==> src/rtl/toggle_event_decoder.sv <==
// -----------------------------------------------------------------------------
// toggle_event_decoder
//
// Receive side of a toggle-signalling link. The sender's T flip-flop flips
// tog_in once per event. This block brings tog_in into the clk domain, turns
// each level change into one queued event and hands the events to local
// control logic over a valid/ready handshake. Pending events are held in a
// saturating counter. An event that arrives while the counter is full is
// dropped and sets a sticky overflow flag.
//
// Optional feature:
//   TOG_DEBOUNCE_EN  When defined, a level change must stay in place for
//                    DEBOUNCE_CYC cycles before it is accepted. Toggles shorter
//                    than that are ignored.
//
// Parameters:
//   SYNC_STAGES   synchroniser flops on tog_in (>= 2)
//   PEND_W        pending-counter width; capacity is 2**PEND_W-1 events
//   CNT_W         width of the free-running detected-event total
//   DEBOUNCE_CYC  stable cycles required before an edge is accepted (>= 1)
//
// Ports:
//   clk        in   clock; all logic runs on the rising edge
//   rst        in   synchronous, active-high reset (hold >= SYNC_STAGES cycles)
//   tog_in     in   asynchronous toggle level from the sender
//   evt_valid  out  at least one event is pending
//   evt_ready  in   consumer takes one event when evt_valid && evt_ready
//   pend_cnt   out  number of pending events
//   evt_total  out  detected edges, modulo 2**CNT_W, dropped ones included
//   overflow   out  sticky flag: an event was dropped because the queue was full
//   clr_ovf    in   clears overflow; a new drop in the same cycle wins
// -----------------------------------------------------------------------------
module toggle_event_decoder #(
   parameter int SYNC_STAGES  = 2,
   parameter int PEND_W       = 3,
   parameter int CNT_W        = 8,
   parameter int DEBOUNCE_CYC = 4
) (
   input  logic              clk,
   input  logic              rst,
   input  logic              tog_in,
   output logic              evt_valid,
   input  logic              evt_ready,
   output logic [PEND_W-1:0] pend_cnt,
   output logic [CNT_W-1:0]  evt_total,
   output logic              overflow,
   input  logic              clr_ovf
);

   localparam logic [PEND_W-1:0] PEND_MAX = '1;

   logic [SYNC_STAGES-1:0] sync_q;
   logic                   sync_out;
   logic                   ref_lvl;
   logic                   differ;
   logic                   detect;
   logic                   pop;
   logic                   full;
   logic [PEND_W-1:0]      pend_nxt;
   logic                   ovf_set;

   // NOTE: the synchroniser is deliberately left out of reset. It must keep
   // sampling during reset so that ref_lvl can track the settled level and no
   // false edge appears when reset is released.
   // NOTE: every clocked block uses non-blocking assignments so that all
   // registers update together from values sampled before the edge.
   always_ff @(posedge clk) begin
      sync_q <= {sync_q[SYNC_STAGES-2:0], tog_in};
   end

   assign sync_out = sync_q[SYNC_STAGES-1];
   assign differ   = (sync_out != ref_lvl);

   // ref_lvl tracks the line during reset, so toggles seen during reset are
   // absorbed. After reset it moves only when an edge is accepted.
   always_ff @(posedge clk) begin
      if (rst || detect) begin
         ref_lvl <= sync_out;
      end
   end

`ifdef TOG_DEBOUNCE_EN
   localparam int              DB_W     = $clog2(DEBOUNCE_CYC + 1);
   localparam logic [DB_W-1:0] DB_LIMIT = DB_W'(DEBOUNCE_CYC);

   logic [DB_W-1:0] db_cnt;

   // The counter measures how long the line has differed from ref_lvl. The
   // edge is accepted on the cycle the count reaches DEBOUNCE_CYC. That adds
   // exactly DEBOUNCE_CYC cycles of latency over the immediate detector.
   assign detect = differ && (db_cnt == DB_LIMIT);

   always_ff @(posedge clk) begin
      if (rst) begin
         db_cnt <= '0;
      end else if (!differ || detect) begin
         db_cnt <= '0;
      end else begin
         db_cnt <= db_cnt + 1'b1;
      end
   end
`else
   assign detect = differ;
`endif

   // evt_valid depends only on registered state. There is no combinational
   // path from evt_ready to evt_valid.
   assign evt_valid = (pend_cnt != '0);
   assign pop       = evt_valid && evt_ready;
   assign full      = (pend_cnt == PEND_MAX);

   // NOTE: defaults are assigned first so that every path drives every
   // output and no latch is inferred.
   always_comb begin
      pend_nxt = pend_cnt;
      ovf_set  = 1'b0;
      unique case ({detect, pop})
         2'b10: begin
            if (full) begin
               ovf_set = 1'b1;
            end else begin
               pend_nxt = pend_cnt + 1'b1;
            end
         end
         2'b01:   pend_nxt = pend_cnt - 1'b1;
         default: pend_nxt = pend_cnt;
      endcase
   end

   always_ff @(posedge clk) begin
      if (rst) begin
         pend_cnt  <= '0;
         evt_total <= '0;
         overflow  <= 1'b0;
      end else begin
         pend_cnt <= pend_nxt;
         if (detect) begin
            evt_total <= evt_total + 1'b1;
         end
         if (ovf_set) begin
            overflow <= 1'b1;
         end else if (clr_ovf) begin
            overflow <= 1'b0;
         end
      end
   end

endmodule
==> config.mk <==
export PLATFORM = sky130hd
export DESIGN_NAME = toggle_event_decoder
export DESIGN_NICKNAME = d
export VERILOG_FILES = /design/src/rtl/toggle_event_decoder.sv
export SDC_FILE = /design/constraint.sdc
export NUM_CORES = 1
export LEC_CHECK = 0
export CORE_MARGIN = 10
export CORE_UTILIZATION = 46
export DETAILED_ROUTE_END_ITERATION = 8
export PLACE_DENSITY_LB_ADDON = 0.05
export SETUP_SLACK_MARGIN = 0.3
export SLEW_MARGIN = 20
export SYNTH_ARGS = -nofsm -noshare
export SYNTH_HDL_FRONTEND = slang
export SYNTH_SLANG_ARGS = --single-unit
==> constraint.sdc <==
create_clock -name clk -period 2.59 [get_ports clk]
set_clock_uncertainty 0.15 [all_clocks]
set_input_delay 0.6475 -clock clk [delete_from_list [all_inputs] [get_ports clk]]
set_output_delay 0.6475 -clock clk [all_outputs]
set_load 0.1 [all_outputs]
## Yosys cells after proc, flatten, opt, wreduce, memory -nomap -nowiden

Index checks and enable logic that the tools add are counted.

| word-level totals | value |
|---|---|
| register bits | 15 |
| input port bits | 5 |
| output and inout port bits | 13 |

| cells by class | value |
|---|---|
| multiplexer cells | 6 |
| reduce and logical (&&, ||, !) cells | 6 |
| add/subtract/negate cells | 3 |
| equality and inequality tests | 5 |

Operator list:

| cell | count |
|---|---|
| 8-bit by 1-bit adder with 8-bit output (second input constant) | 1 |
| 3-bit case mux with 2 select lines | 1 |
| 1-bit 2-to-1 mux | 4 |
| 2-bit nonzero test | 2 |
| 3-bit by 1-bit adder with 3-bit output (second input constant) | 1 |
| 3-bit equality test (second input constant) | 1 |
| 3-bit 2-to-1 mux | 1 |
| 3-bit nonzero test | 1 |
| 3-bit by 1-bit subtractor with 3-bit output (second input constant) | 1 |
| 2-bit by 1-bit equality test with 1-bit output (second input constant) | 1 |
| 2-bit equality test (second input constant) | 1 |
| 2-bit inequality test (second input constant) | 1 |
| 2-bit AND reduction | 1 |
| 1-bit logical AND | 1 |
| 1-bit logical OR | 1 |
| 1-bit inequality test | 1 |

## Depth between registers and ports, before layout

Gate-level depths: netlist of the first run.

| depth | value |
|---|---|
| word-level depth | 5 |
| depth in mapped cells | 7 |
| gate-level depth less buffers | 7 |

## Worst setup path after synthesis of the first run

OpenSTA, ideal clock, no wires.

| timing | value |
|---|---|
| kind | reg2reg |
| start | register pend_cnt[2] |
| end | register pend_cnt[2] |
| clock period less this slack | 3.312 ns |
| stages on the path, launching flop included | 8 |
| path slack | -0.722 ns |
| required time | 2.317 ns |
| data arrival time | 3.039 ns |
| path through | dfxtp_1 -> or3_1 -> nand3_2 -> fa_1 -> inv_1 -> o2111ai_1 -> o21ai_1 -> mux2_1 |

| on the way | value |
|---|---|
| cells in the longest elaborated chain, start to end | 5 |
| elaborated cells on any way between the ends | 12 |
| classes of those cells | 2 x add/sub; 4 x eq/ne; 2 x mux; 4 x reduce/logical |

Ends and longest elaborated chain:

| item | line | RTL |
|---|---|---|
| from (decl) | 44 | `output logic [PEND_W-1:0] pend_cnt,` |
| from (signal assigned) | 136 | `pend_cnt <= pend_nxt;` |
| 3-bit nonzero test (*) | 108 | `assign evt_valid = (pend_cnt != '0);` |
| named net evt_valid | 42 | `output logic evt_valid,` |
| 1-bit logical AND (*) | 109 | `assign pop = evt_valid && evt_ready;` |
| 2-bit equality test or 2-bit by 1-bit equality test with 1-bit output (tied branches) | 117 | `unique case ({detect, pop})` |
| 2-bit inequality test (no source line) or 2-bit nonzero test (tied branches) | - |  |
| 2-bit AND reduction (no source line) | - |  |

Mark *: on every way through the listed nets, which the timed path passes. The rest lies on a longest branch. The select of a mux whose other input is x is not followed.
A chain may end at the register's enable or synchronous reset.

## Worst setup path in the final report of the first run

| timing | value |
|---|---|
| start | input port evt_ready |
| end | register pend_cnt[2] |

| on the way | value |
|---|---|
| cells in the longest elaborated chain, start to end | 4 |
| elaborated cells on any way between the ends | 7 |
| classes of those cells | 3 x eq/ne; 1 x mux; 3 x reduce/logical |

Ends and longest elaborated chain:

| item | line | RTL |
|---|---|---|
| from (decl) | 43 | `input logic evt_ready,` |
| 1-bit logical AND (*) | 109 |  |
| 2-bit equality test or 2-bit by 1-bit equality test with 1-bit output (tied branches) | 117 |  |
| 2-bit inequality test (no source line) or 2-bit nonzero test (tied branches) | - |  |
| 2-bit AND reduction (no source line) | - |  |

Mark *: on every way between the ends. The rest lies on a longest branch, timed or not.

==> run_results.csv, run 1 <==
group,metric,value,unit
clock_network,cts_max_level,1,
placed_design,dpl.cell_count,110,
final_layout,nets,106,
clock_network,cts_root_buf,"clkbuf_4",
clock_network,cts-resized-gates,0,
final_layout,area_growth,30.0,%
critical_path,startpoint_type,"primary input",
sta,hold_slack,184,ps
sta,finalHoldViolCount,0,
critical_path,worstSetupPathType,"in -> reg",
critical_path,crit_arrival,2190,ps
logic_synthesis,synth_cells,76,
critical_path,worst_setup_path_end_kind,"flop",
power,p_leak,0.395,nW
power,intPower,0.000478,W
clock_network,clk_latency,270,ps
sta,grt_setup_unrepaired,"no",
logic_synthesis,syn_nets,83,
clock_network,clk_pin_slew,80,ps
die,start_util,0.482,
placed_design,port_buffers,17,
clock_network,post_cts_buffers,0,
routing,vias,567,
grt,antenna_found_initial,0,
placed_design,place_area,907,sq um
routing,drc,0,
power,sw_frac_of_total,0.508,
grt,grt_pass1_vias,577,
logic_synthesis,synth.ff_latch_count,15,
power,seqPwrFrac,0.325,
run_status,outcome,"completed",
routing,top_layer,"met4",
die,core_area,1490,sq um
power,clkPwrFrac,0.132,
logic_synthesis,yosys.area.top_type,"dfxtp_1",
sta,fin_crit_sh,0.841,
final_layout,design_area,933,sq um
routing,drtPass1Iterations,2,
power,ir_worst_vdd,912,uV
sta,finalCriticalPeriod,2180,ps
logic_synthesis,synthTopCellsByArea,"dfxtp_1 (39%), nor2_1 (6.8%), edfxtp_1 (4.2%), mux2_4 (4.2%), xor2_1 (3.7%)",
power,p_per_area,1040,nW/um^2
routing,drtIter0Drc,2,
routing,route.met2.wl,627,um
routing,vias_per_cell,4.97,
die,dieArea,3540,sq um
final_layout,fin_cells,114,
die,ios,18,
clock_network,hold_buffers,0,
routing,dr_wl_met3,95,um
placed_design,dp.final_hpwl,1070,um
routing,wl_met1,677,um
grt,grt_max_degree,10,
logic_synthesis,netlist_area,718,sq um
clock_network,clock_sinks,15,
grt,grt_pass1_wl,2540,um
die,die_y,59.5,um
logic_synthesis,ys_types,31,
clock_network,cts_made_buffers,3,
sta,final-max-slew-violation-count,0,
sta,worst_pin_slew,356,ps
routing,routed_wl,1410,um
routing,routedWlPerCell,12.4,um
sta,max_freq,459,MHz
grt,grt_usage,0.0909,
final_layout,n_antenna_cell,0,
clock_network,clockBufferDepth,2,
run,cap_viol_max_count,0,
power,p_comb_frac,0.543,
power,switchingPower,0.000494,W
sta,setup_viol,0,
critical_path,slowest_delay,490,ps
clock_network,cts_tree,"yes",
logic_synthesis,yosysSeqAreaShare,0.432,
critical_path,critPathMaxFanout,3,
sta,maxSlewHeadroom,0.763,
logic_synthesis,avgSynthCellArea,9.45,sq um
die,die_w,59.5,um
die,rows,14,
sta,fin_tns_setup,0,ps
logic_synthesis,yosysWarnings,0,
critical_path,worst_ep_required_time,2600,ps
grt,grt_overflow,0,
worst_hold_path,hold_path_class,"reg -> reg",
placed_design,place_congestion,0.725,
final_layout,drive_above_1_share,0.316,
critical_path,cp_cell_sequence,"clkdlybuf4s50_1, nand3_2, fa_1, inv_1, o2111ai_1, o21ai_1, mux2_1",
critical_path,cp_slowest_cell,"clkdlybuf4s50_1",
logic_synthesis,synth_top_area_share,0.390,
routing,drtAntennaViolNets,0,
==> sequential cells by signal (all words and copies together) (netlist names) <==
name,count
sync_q,2
pend_cnt,3
evt_total,8
ref_lvl,1
overflow,1
==> placed cells by master, fill, tap and decap left out, types with 2 or more instances in the layout <==
master and count:
xor2_1 3, dfxtp_1 11, buf_4 16, mux2_4 2, nand4_1 2, nand2_1 6
xnor2_1 2, clkbuf_4 3, o21ai_0 2, dfxtp_4 3, clkdlybuf4s50_1 4, inv_1 4
nor2_1 13, nor3_1 3, a21oi_1 4
==> final cells by class <==
type	instances	area (sq um)
Fill cell	136	556
Multi-Input combinational cell	55	390
Sequential cell	15	322
Timing Repair Buffer	20	160
Clock buffer	4	26.3
Tap cell	16	20.0
Inverter	4	15.0
==> per-layer routing <==
layer | up-vias | global-route usage
met3 | 2 | 0.0365
met1 | 252 | 0.110
met4 | 0 | 0.0385
met5 | - | 0
li1 | 300 | -
met2 | 13 | 0.138
==> worst max-delay path, delay by kind of cell <==
kind | cells | cell delay [ps]
buffers and inverters | 2 | 560
AOI/OAI and AO/OA | 2 | 190
adders and majority gates | 1 | 370
and+or+nand+nor | 1 | 100
muxes | 1 | 320
==> metrics by stage <==
step	utilization	setup slack [ps]	total power, W
2_1_floorplan	-	302	0.000750
3_3_place_gp	0.609	131	0.000851
3_5_place_dp	0.609	103	0.000851
4_1_cts	0.627	403	0.000985
5_1_grt	0.627	332	0.00103
6_report	0.627	412	0.000973
==> power by group through the flow <==
| stage | clock network [W] | logic, W | registers (W) |
|---|---|---|---|
| 6_report | 0.000128 | 0.000528 | 0.000316 |
| 5_1_grt | 0.000150 | 0.000559 | 0.000323 |
| 4_1_cts | 0.000136 | 0.000533 | 0.000316 |
| 3_5_place_dp | 0 | 0.000530 | 0.000321 |
| 3_3_place_gp | 0 | 0.000530 | 0.000320 |
| 2_1_floorplan | 0 | 0.000260 | 0.000490 |
==> worst paths after layout <==
check	from	end	slack (ps)	cells past startpoint
setup / recovery	evt_ready	pend_cnt[2]	410	7
hold / removal	sync_q[0]	sync_q[1]	180	0
setup reg to reg	ref_lvl	pend_cnt[2]	520	7
hold reg to reg	sync_q[0]	sync_q[1]	180	0
==> kinds of logic after synthesis <==
group / after synthesis / share of synthesized area
AND/OR/NAND/NOR: 33 / 0.230
flip-flops: 15 / 0.432
AO/OA/AOI/OAI: 9 / 0.0784
XOR/XNOR: 7 / 0.106
buffers and inverters: 6 / 0.0313
multiplexers: 4 / 0.0767
adder cells (fa/ha/maj): 2 / 0.0453
==> synth_stat cells, drive strengths merged <==
library cell and n:
dfxtp 14, nor2 13, nand2 6, a21oi 4, inv 4, xor2 4
mux2 3, nor3 3, o21ai 3, xnor2 3, nand3 2, nand4 2
or3 2, a22oi 1, and2 1, and3 1, and4bb 1, buf 1
clkbuf 1, edfxtp 1, fa 1, ha 1, mux2i 1, nor2b 1
o2111ai 1, or2b 1
Note: power is estimated with default switching activity, not from simulation.
==> run 2, diff against run 1 <==
- CORE_UTILIZATION: 46 -> 42
- clock period: 2.59 -> 1.95 ns (I/O delays scaled with it)
==> run 2 against run 1 <==
  * The flow now finishes with violations (negative setup slack)
  * Die area is 6.3% higher
  * Clock power increased by 39%
  * Setup slack worse by 410 ps
  * Critical path type is now reg -> reg
  * Critical endpoint unchanged
==> run_results.csv, run 2 (synthesis gave the netlist of run 1 again) <==
group,metric,value,unit
routing,vias_per_cell,5.11,
sta,finalCriticalPeriod,1950,ps
routing,drtIter0Drc,12,
power,p_leak,0.485,nW
final_layout,area_growth,66.2,%
final_layout,multi_input_area,408,sq um
worst_hold_path,hold_path_class,"reg -> reg",
critical_path,crit_path_end,"pend_cnt[2]",
sta,final-max-slew-violation-count,0,
power,p_per_area,1300,nW/um^2
grt,grt_pass1_vias,590,
die,die_w,61.4,um
grt,antenna_found_initial,0,
clock_network,clk_pin_slew,90,ps
sta,fin_crit_sh,1.00,
placed_design,dp.final_hpwl,1270,um
sta,worst_pin_slew,311,ps
clock_network,hold_buffers,0,
power,ir_worst_vdd,828,uV
die,die_y,61.4,um
routing,drc,0,
grt,grt_max_degree,10,
critical_path,worst_setup_path_end_kind,"flop",
sta,grt_setup_unrepaired,"yes",
placed_design,place_congestion,0.767,
placed_design,port_buffers,17,
routing,routed_wl,1730,um
final_layout,nets,115,
critical_path,crit_arrival,1990,ps
die,ios,18,
run_status,outcome,"complete, but fails checks",
grt,grt_usage,0.0944,
critical_path,critPathMaxFanout,2,
die,rows,14,
critical_path,rr_worst_depth,7,
clock_network,cts_tree,"yes",
sta,worst_slack,-0.506,ps
final_layout,layout_common_cells,"nor2_1 (13), buf_12 (13), buf_4 (11)",
final_layout,fill_cells,99,
sta,finalHoldViolCount,0,
die,start_util,0.461,
run,cap_viol_max_count,0,
sta,maxSlewHeadroom,0.792,
final_layout,drive_above_1_share,0.477,
sta,setup_viol,1,
clock_network,clockBufferDepth,2,
critical_path,worstSetupPathType,"reg -> reg",
critical_path,worst_ep_required_time,1990,ps
critical_path,rr_startpoint,"ref_lvl",
critical_path,critPathLaunch,"ref_lvl",
critical_path,startpoint_type,"flop",
sta,max_freq,513,MHz
routing,drtPass1Iterations,4,
critical_path,rrSetupSlack,-0.5,ps
die,dieArea,3760,sq um
final_layout,largest_reg_flops,8,
run_status,violations,"negative setup slack",
final_layout,largest-register,"evt_total",
grt,grt_overflow,0,
die,core_area,1560,sq um
critical_path,r2r-end,"pend_cnt[2]",
clock_network,cts_root_buf,"clkbuf_4",
final_layout,final_util,0.766,
final_layout,largest_registers,"evt_total: 8 flops, pend_cnt: 3 flops, sync_q: 2 flops",
routing,routedWlPerCell,14.1,um
routing,vias,629,
final_layout,regArea,330,sq um
clock_network,clk_latency,290,ps
final_layout,n_antenna_cell,0,
routing,drtAntennaViolNets,0,
power,power.total,0.00155,W
grt,grt_pass1_wl,2680,um
clock_network,cts_max_level,1,
clock_network,clock_sinks,15,
clock_network,cts_made_buffers,3,
-- run 2: changes by cell type in the layout (fill, tap and decap cells not counted), sizes merged --
cell	before	now
buf	16	25
clkbuf	4	3
clkdlybuf4s50	4	3
clkinv	0	1
dlygate4sd2	0	1
-- run 2: routing by layer --
metal,global-route usage,wire length [um],up-vias
met3,0.0514,149,5
met5,0,0,-
met4,0.0382,23,0
met1,0.104,729,295
met2,0.149,830,13
li1,-,-,316
-- run 2: timing repair --
action	CTS	global route
pin swaps	4	3
gates resized for setup	3	1
buffers inserted	4	1
setup endpoints to repair	4	7
-- run 2: metrics by stage --
stage               hold slack, ps  setup TNS, ps  setup slack [ps]  area [sq um]  std cells
finish                         183         -0.506            -0.506          1190        123
global route                   199           -194             -97.3          1190        123
CTS                            185              0              13.5          1180        122
detailed placement             164           -763              -339          1120        114
global placement               164           -683              -304          1120        114
floorplan                      160           -463              -273           753         76
-- run 2: layout make-up --
cell class              instances  share of cell area
well taps                      16              0.0168
flip-flops and latches         15               0.277
clock inverters                 1             0.00419
clock buffers                   3              0.0189
multi-input cells              55               0.342
repair buffers                 29               0.329
inverters                       4              0.0126
-- run 2: worst min-delay path by stage --
stage,startpoint,to,slack [ps],depth (start not counted)
finish,sync_q[0],sync_q[1],180,0
global route,sync_q[0],sync_q[1],200,0
CTS,sync_q[0],sync_q[1],190,0
detailed placement,sync_q[0],sync_q[1],160,0
global placement,sync_q[0],sync_q[1],160,0
floorplan,sync_q[0],sync_q[1],160,0
-- run 2: power by group --
group          total [W]  switching [W]  internal [W]
sequential      0.000413      0.0000488      0.000364
clock           0.000178       0.000101     0.0000765
combinational   0.000961       0.000582      0.000378
total            0.00155       0.000732      0.000819
-- run 2: critical path, stage by stage (launching register included) --
cell	delay (ps)
edfxtp_1	440
xnor2_2	230
nand3_4	110
fa_2	340
inv_2	60
o2111ai_1	90
o21ai_1	110
mux2_1	320
